--- src/rtl/minibus_ram_arbiter_if.sv ---
// rtl/minibus_ram_arbiter_if.sv - minibus request/response bundle shared by masters, arbiter and RAM slave
//
// Signals (direction as seen from the bus master):
//   sel    out  slave select (driven on the slave-side bus only; masters tie it low)
//   ren    out  read enable, held until ack or err
//   wen    out  write enable, held until ack or err
//   addr   out  BIT_WIDTH byte address
//   wdata  out  BIT_WIDTH write data
//   width  out  2-bit access width (00 byte, 01 half, 10 word)
//   rdata  in   BIT_WIDTH read data
//   ack    in   one-cycle completion pulse
//   err    in   one-cycle error/abort pulse
interface minibus_ram_arbiter_if #(
  parameter int BIT_WIDTH = 32
);
  logic                 sel;
  logic                 ren;
  logic                 wen;
  logic [BIT_WIDTH-1:0] addr;
  logic [BIT_WIDTH-1:0] wdata;
  logic [1:0]           width;
  logic [BIT_WIDTH-1:0] rdata;
  logic                 ack;
  logic                 err;

  modport master (
    output sel, ren, wen, addr, wdata, width,
    input  rdata, ack, err
  );

  modport slave (
    input  sel, ren, wen, addr, wdata, width,
    output rdata, ack, err
  );
endinterface

--- src/rtl/minibus_ram_arbiter.sv ---
// rtl/minibus_ram_arbiter.sv - two-master arbiter in front of a single RAM minibus slave
//
// Parameters:
//   BIT_WIDTH  address/data width
//   TIMEOUT    BUSY cycles without slave response before the transfer is aborted (2..255)
// Ports:
//   clk   rising-edge clock
//   nrst  asynchronous active-low reset
//   m0    master 0 bus (arbiter acts as slave)
//   m1    master 1 bus (arbiter acts as slave)
//   s     RAM slave bus (arbiter acts as master)
// Build option:
//   MINIBUS_ARB_RR_EN  defined: round-robin between simultaneous requests;
//                      undefined: master 0 has fixed priority.
module minibus_ram_arbiter #(
  parameter int BIT_WIDTH = 32,
  parameter int TIMEOUT   = 15
) (
  input logic                    clk,
  input logic                    nrst,
  minibus_ram_arbiter_if.slave   m0,
  minibus_ram_arbiter_if.slave   m1,
  minibus_ram_arbiter_if.master  s
);

  typedef enum logic {IDLE, BUSY} state_t;

  localparam logic [7:0] TIMEOUT_LAST = 8'(TIMEOUT - 1);

  state_t               state, state_nxt;
  logic                 grant, grant_nxt;
  logic                 last_grant, last_grant_nxt;
  logic [7:0]           cnt, cnt_nxt;

  logic                 req0, req1, grant_pick;
  logic                 g_ren, g_wen;
  logic [BIT_WIDTH-1:0] g_addr, g_wdata;
  logic [1:0]           g_width;
  logic                 ack_g, err_g, route_rdata;

  // Masters never drive a meaningful select; it only exists on the slave side.
  logic unused_master_sel;
  assign unused_master_sel = m0.sel ^ m1.sel;

  always_comb begin
    req0    = m0.ren | m0.wen;
    req1    = m1.ren | m1.wen;
    g_ren   = grant ? m1.ren   : m0.ren;
    g_wen   = grant ? m1.wen   : m0.wen;
    g_addr  = grant ? m1.addr  : m0.addr;
    g_wdata = grant ? m1.wdata : m0.wdata;
    g_width = grant ? m1.width : m0.width;
  end

  // Arbitration decision taken while IDLE; only meaningful when some request is up.
  always_comb begin
`ifdef MINIBUS_ARB_RR_EN
    grant_pick = (req0 && req1) ? ~last_grant : req1;
`else
    grant_pick = ~req0;
`endif
  end

  always_ff @(posedge clk or negedge nrst) begin
    if (!nrst) begin
      state      <= IDLE;
      grant      <= 1'b0;
      last_grant <= 1'b1;
      cnt        <= 8'd0;
    end else begin
      state      <= state_nxt;
      grant      <= grant_nxt;
      last_grant <= last_grant_nxt;
      cnt        <= cnt_nxt;
    end
  end

  always_comb begin
    state_nxt      = state;
    grant_nxt      = grant;
    last_grant_nxt = last_grant;
    cnt_nxt        = cnt;
    ack_g          = 1'b0;
    err_g          = 1'b0;
    route_rdata    = 1'b0;
    s.sel          = 1'b0;
    s.ren          = 1'b0;
    s.wen          = 1'b0;
    s.addr         = '0;
    s.wdata        = '0;
    s.width        = 2'b00;

    case (state)
      IDLE: begin
        if (req0 || req1) begin
          state_nxt = BUSY;
          grant_nxt = grant_pick;
          cnt_nxt   = 8'd0;
        end
      end
      BUSY: begin
        s.sel       = 1'b1;
        s.ren       = g_ren;
        s.wen       = g_wen;
        s.addr      = g_addr;
        s.wdata     = g_wdata;
        s.width     = g_width;
        route_rdata = 1'b1;
        if (!(g_ren || g_wen)) begin
          // Master withdrew its request: abandon silently, no pulse either way.
          state_nxt = IDLE;
        end else if (s.ack || s.err) begin
          // An ack landing on the timeout cycle wins; err only if the slave said so.
          ack_g          = s.ack;
          err_g          = s.err;
          state_nxt      = IDLE;
          last_grant_nxt = grant;
        end else if (cnt == TIMEOUT_LAST) begin
          err_g          = 1'b1;
          state_nxt      = IDLE;
          last_grant_nxt = grant;
        end else begin
          cnt_nxt = cnt + 8'd1;
        end
      end
      default: state_nxt = IDLE;
    endcase

    m0.ack   = ack_g & ~grant;
    m1.ack   = ack_g &  grant;
    m0.err   = err_g & ~grant;
    m1.err   = err_g &  grant;
    m0.rdata = (route_rdata && !grant) ? s.rdata : '0;
    m1.rdata = (route_rdata &&  grant) ? s.rdata : '0;
  end

endmodule

--- src/flat_wrapper.sv ---
// flat-port wrapper written by rule: the top's interface ports become plain ports
module minibus_ram_arbiter_flat 
#(
  parameter int BIT_WIDTH = 32,
  parameter int TIMEOUT   = 15
)
  (clk, nrst, m0_sel, m0_ren, m0_wen, m0_addr, m0_wdata, m0_width, m0_rdata, m0_ack, m0_err, m1_sel, m1_ren, m1_wen, m1_addr, m1_wdata, m1_width, m1_rdata, m1_ack, m1_err, s_sel, s_ren, s_wen, s_addr, s_wdata, s_width, s_rdata, s_ack, s_err);
  minibus_ram_arbiter_if #(.BIT_WIDTH(BIT_WIDTH)) m0_i ();
  minibus_ram_arbiter_if #(.BIT_WIDTH(BIT_WIDTH)) m1_i ();
  minibus_ram_arbiter_if #(.BIT_WIDTH(BIT_WIDTH)) s_i ();
  input logic clk;
  input logic nrst;
  input wire logic [$bits(m0_i.sel)-1:0] m0_sel;
  input wire logic [$bits(m0_i.ren)-1:0] m0_ren;
  input wire logic [$bits(m0_i.wen)-1:0] m0_wen;
  input wire logic [$bits(m0_i.addr)-1:0] m0_addr;
  input wire logic [$bits(m0_i.wdata)-1:0] m0_wdata;
  input wire logic [$bits(m0_i.width)-1:0] m0_width;
  output wire logic [$bits(m0_i.rdata)-1:0] m0_rdata;
  output wire logic [$bits(m0_i.ack)-1:0] m0_ack;
  output wire logic [$bits(m0_i.err)-1:0] m0_err;
  input wire logic [$bits(m1_i.sel)-1:0] m1_sel;
  input wire logic [$bits(m1_i.ren)-1:0] m1_ren;
  input wire logic [$bits(m1_i.wen)-1:0] m1_wen;
  input wire logic [$bits(m1_i.addr)-1:0] m1_addr;
  input wire logic [$bits(m1_i.wdata)-1:0] m1_wdata;
  input wire logic [$bits(m1_i.width)-1:0] m1_width;
  output wire logic [$bits(m1_i.rdata)-1:0] m1_rdata;
  output wire logic [$bits(m1_i.ack)-1:0] m1_ack;
  output wire logic [$bits(m1_i.err)-1:0] m1_err;
  output wire logic [$bits(s_i.sel)-1:0] s_sel;
  output wire logic [$bits(s_i.ren)-1:0] s_ren;
  output wire logic [$bits(s_i.wen)-1:0] s_wen;
  output wire logic [$bits(s_i.addr)-1:0] s_addr;
  output wire logic [$bits(s_i.wdata)-1:0] s_wdata;
  output wire logic [$bits(s_i.width)-1:0] s_width;
  input wire logic [$bits(s_i.rdata)-1:0] s_rdata;
  input wire logic [$bits(s_i.ack)-1:0] s_ack;
  input wire logic [$bits(s_i.err)-1:0] s_err;
  assign m0_i.sel = m0_sel;
  assign m0_i.ren = m0_ren;
  assign m0_i.wen = m0_wen;
  assign m0_i.addr = m0_addr;
  assign m0_i.wdata = m0_wdata;
  assign m0_i.width = m0_width;
  assign m0_rdata = m0_i.rdata;
  assign m0_ack = m0_i.ack;
  assign m0_err = m0_i.err;
  assign m1_i.sel = m1_sel;
  assign m1_i.ren = m1_ren;
  assign m1_i.wen = m1_wen;
  assign m1_i.addr = m1_addr;
  assign m1_i.wdata = m1_wdata;
  assign m1_i.width = m1_width;
  assign m1_rdata = m1_i.rdata;
  assign m1_ack = m1_i.ack;
  assign m1_err = m1_i.err;
  assign s_sel = s_i.sel;
  assign s_ren = s_i.ren;
  assign s_wen = s_i.wen;
  assign s_addr = s_i.addr;
  assign s_wdata = s_i.wdata;
  assign s_width = s_i.width;
  assign s_i.rdata = s_rdata;
  assign s_i.ack = s_ack;
  assign s_i.err = s_err;
  minibus_ram_arbiter #(.BIT_WIDTH(BIT_WIDTH), .TIMEOUT(TIMEOUT)) u_core (.clk(clk), .nrst(nrst), .m0(m0_i), .m1(m1_i), .s(s_i));
endmodule
--- config.mk ---
export PLATFORM = sky130hd
export DESIGN_NAME = minibus_ram_arbiter_flat
export DESIGN_NICKNAME = d
export VERILOG_FILES = /design/src/rtl/minibus_ram_arbiter_if.sv /design/src/rtl/minibus_ram_arbiter.sv /design/src/flat_wrapper.sv
export SDC_FILE = /design/constraint.sdc
export NUM_CORES = 1
export LEC_CHECK = 0
export ABC_CLOCK_PERIOD_IN_PS = 2200
export BUFFER_PORTS_ARGS = -buffer_cell sky130_fd_sc_hd__buf_2
export CAP_MARGIN = 25
export CELL_PAD_IN_SITES_DETAIL_PLACEMENT = 1
export CELL_PAD_IN_SITES_GLOBAL_PLACEMENT = 2
export CORE_MARGIN = 8
export CORE_UTILIZATION = 13
export DETAILED_ROUTE_END_ITERATION = 8
export GPL_TIMING_DRIVEN = 0
export PLACE_DENSITY_LB_ADDON = 0.1
export SYNTH_ARGS = -nofsm -noshare
export SYNTH_HDL_FRONTEND = slang
export SYNTH_SLANG_ARGS = --single-unit
--- constraint.sdc ---
create_clock -name clk -period 2.2 [get_ports clk]
set_input_delay 0.33 -clock clk [delete_from_list [all_inputs] [get_ports clk]]
set_output_delay 0.33 -clock clk [all_outputs]
set_load 0.02 [all_outputs]
Word-level counts from Yosys, hierarchy flattened:

Index checks and enable logic that the tools add are counted.

* $add $sub $neg: 1
* equal/unequal tests: 5
* mux-type cells: 30
* bitwise logic cells: 9
* reduce and logical (&&, ||, !) cells: 8

Operators by type and width (count)
* $mux 32: 6
* $mux 8: 4
* $mux 1: 16
* $pmux 8 s2: 1
* $add 8x1->8 const B: 1
* $eq 8x4->1 const B: 1
* $ne 2x2->1 const B: 3
* $and 1x1->1: 4
* $mux 2: 2
* $reduce_and 4->1: 1
* $logic_or 1x1->1: 3
* $not 1->1: 3
* $logic_and 1x1->1: 2
* $ne 2x1->1 const B: 1
* $or 1x1->1: 2
* $pmux 1 s2: 1
* $reduce_and 2->1: 1
* $logic_not 1->1: 1

* bits in registers: 10
* input port bits: 174
* output and inout port bits: 137
* logic and storage cells: 56

Depth between registers and ports, before layout:

* depth in word-level cells: 6
* depth in mapped cells: 6
* depth with buffers taken out: 6

Worst setup path before layout:

OpenSTA, ideal clock, no wires.

* path kind: register -> output
* start point: register u_core.state
* end point: output port s_addr[0]
* arrival: 1564 ps
* required time: 1870 ps
* path slack: 306 ps
* cell stages (with the launch flop): 5
* path buffers: 3
* path through: dfrtp_1 -> clkbuf_1 -> clkbuf_1 -> clkbuf_1 -> nor2b_1

* word-level cells in the longest chain between the ends: 1

Ends and longest elaborated chain
* from (decl): line minibus_ram_arbiter.sv:30 `state_t state, state_nxt;`
* from (signal assigned): line minibus_ram_arbiter.sv:71 `state <= state_nxt;`
* $mux 32: line minibus_ram_arbiter.sv:93 `case (state)`
* to (decl): line flat_wrapper.sv:34 `output wire logic [$bits(s_i.addr)-1:0] s_addr;`

No other way between the ends.

Final worst setup path:

* start point: register u_core.cnt[0]
* end point: output port m0_err

* word-level cells in the longest chain between the ends: 6

Ends and longest elaborated chain
* from (decl): line minibus_ram_arbiter.sv:33 `logic [7:0] cnt, cnt_nxt;`
* from (signal assigned): line minibus_ram_arbiter.sv:74 `cnt <= cnt_nxt;`
* $eq 8x4->1: line minibus_ram_arbiter.sv:118 `end else if (cnt == TIMEOUT_LAST) begin`
* $mux 1: line minibus_ram_arbiter.sv:118
* $mux 1: line minibus_ram_arbiter.sv:112 `end else if (s.ack || s.err) begin`
* $mux 1: line minibus_ram_arbiter.sv:109 `if (!(g_ren || g_wen)) begin`
* $mux 1: line minibus_ram_arbiter.sv:93
* $and 1x1->1: line minibus_ram_arbiter.sv:131 `m0.err = err_g & ~grant;`
* to (decl): line flat_wrapper.sv:21 `output wire logic [$bits(m0_i.err)-1:0] m0_err;`

No other way between the ends.

==> reports/qor.txt <==
top cell type's share of synthesized area = 0.303
Synth cell types = 34
CTS root buf = clkbuf_16
Tcrit/Tclk final = 0.959
min cycle time layout = 2.11 ns
Mapped Cells = 297
initial drt markers = 66
peak supply drop = 0.352 mV
non-filler cells, final = 837
Rel. slew slack = 0.683
Async S/R FF share, synth = 1.00
highest clock rate = 474 MHz
share of layout cells above drive strength 1 = 0.582
Top Ports = 311
actual slew at the worst max-slew pin = 0.476 ns
status = finished clean
WL final = 14.8 mm
TritonCTS clock tree = done
final setup TNS = 0 ns
largest cells by area after synthesis = mux2i_1 30%, nor2b_1 19%, dfrtp_1 11%, and3_1 9.3%, and2_1 9.1%
n_diodes = 0
Synth Flop Type = dfrtp_1
endpoints failing hold = 0
most frequent cells after synthesis = 69 x mux2i_1, 69 x nor2b_1, 34 x and3_1
Setup crit start kind = flop
core box area = 17200 µm²
total track usage = 0.123
initial antenna violation count = 0
leakage power = 2.61 nW
mapped cell area = 2280 µm²
nets = 789
Placed Cells incl. Taps = 830
H-tree levels = 1
Tot Pwr = 5.27 mW
CP Data Arrival Time = 1.78 ns
delay-heaviest family, CP = simple AND/OR/NAND/NOR gates
Die ar. = 22000 µm²
unrepaired setup endpoints after global routing = yes
RePlAce Congestion = 0.724
Hold Path Class = in -> reg
DP HPWL = 13.2 mm
pin count of the biggest net entering global routing = 11
CP max stage delay = 0.41 ns
Rows = 48
Syn. warnings = 0
critical path endpoint category = output pin
deepest clock path buffer count = 2
Worst EP required = 1.87 ns
Area after DPL = 4100 µm²
Die H = 148 µm
DRC Markers = 0
final worst slack = 0.0900 ns
first-pass GRT wire length = 21.7 mm
crit-path max FO = 3
WP buf/inv = 2
clock latency on the worst-skew pair = 0.24 ns
final hold slack = 0.477 ns
average cell area after synthesis = 7.67 µm²
syn_nets = 473
Avg Vias per Cell = 3.94
register area share after synthesis = 0.110
max cap viols = 0
port bufs = 308
number of flops mapped to enable cells by yosys = 0
DRT Pass-1 Iters = 4
Place WS = -0.377 ns
post-synthesis register bit count = 10
post-layout instance area = 4290 µm²
P per Cell Area = 1230 nW/µm²
largest area contributor in the netlist = mux2i_1
Initial Util = 0.132
skew final = 0.00586 ns
total congestion overflow = 0
vias in the first global route = 3644
clk sink count = 10
Util after Layout = 0.249
CTS clock-pin slew for the worst setup and hold paths = 0.05 ns
post-route ant nets = 0
via count = 3296
slowest CP cell = or3b_4
die width = 148 µm
Final setup viols = 0
Crit Path Class = reg -> out
total CTS buffers = 3
Slew Viols, Final = 0
area grow syn2layout = 88.2%
DR WL/cell = 17.7 µm
crit path cell chain = inv_2, ha_4, or3b_4, nor3_4, o21ai_2, nor2_1, buf_4
## per-layer routing
layer | track usage | up-vias | share of wire
met5 | 0 | - | 0
met4 | 0.00663 | 0 | 0.0046
met3 | 0.0292 | 4 | 0.063
met2 | 0.251 | 134 | 0.56
met1 | 0.129 | 1509 | 0.37
li1 | - | 1649 | -
## cell type report
type / instances / area, µm²
fill: 2172 / 12900
clock buffer: 4 / 88.8
sequential: 10 / 251
tap: 225 / 282
inverter: 3 / 11.3
buffer: 27 / 148
multi-input combinational: 257 / 1940
timing repair buffer: 311 / 1570
## worst paths after layout
kind	start	end	slack [ns]	cells after the start
max	u_core.cnt[0]	m0_err	0.09	7
min	m0_ren	u_core.grant	0.48	4
max reg2reg	u_core.cnt[0]	u_core.cnt[7]	0.26	7
min reg2reg	u_core.cnt[7]	u_core.cnt[7]	0.56	1
max in group asynchronous	nrst	u_core.cnt[1]	1.48	2
min in group asynchronous	nrst	u_core.cnt[7]	0.49	2
## state kept, by name, summed over array words and instances, names as in the netlist
register / cells
u_core.cnt: 8
u_core.state: 1
u_core.grant: 1
## logic make-up after synthesis
family,share of synthesized area
simple gates,0.450
mux,0.308
buf+inv,0.0533
compound gates,0.0675
flops,0.110
fa+ha+maj,0.0110
## power breakdown
part	internal [mW]	total (mW)	switching [mW]
Combinational	1.78	4.65	2.87
Sequential	0.219	0.252	0.0333
Clock	0.274	0.367	0.0925
Total	2.27	5.27	3.00
## repair_timing
item	4_1_cts	5_1_grt
gates resized for setup	15	25
setup buffers	1	1
endpoints found under the setup margin	116	70
pin swaps	0	4
hold endpoints to repair	10	0
hold buffers	1	0
## layout by cell type (no fill, tap or decap), types with 2 or more instances in the layout
cell and instances:
a21o_2 3, and2_1 33, and3_1 34, buf_2 308, buf_4 7, clkbuf_1 6
clkbuf_16 3, clkbuf_2 11, clkbuf_4 5, dfrtp_1 9, inv_1 2, mux2i_1 69
nand2_1 7, nand3_1 6, nor2_1 9, nor2b_1 68, nor4_1 2, o21ai_2 2
o41ai_1 2, or2_2 2
## worst min-delay path: cells and delay by family
family / cells / cell delay [ns]
simple gates: 2 / 0.19
buf+inv: 1 / 0.09
compound gates: 1 / 0.06
No activity file was read; power rests on OpenSTA's default activity.
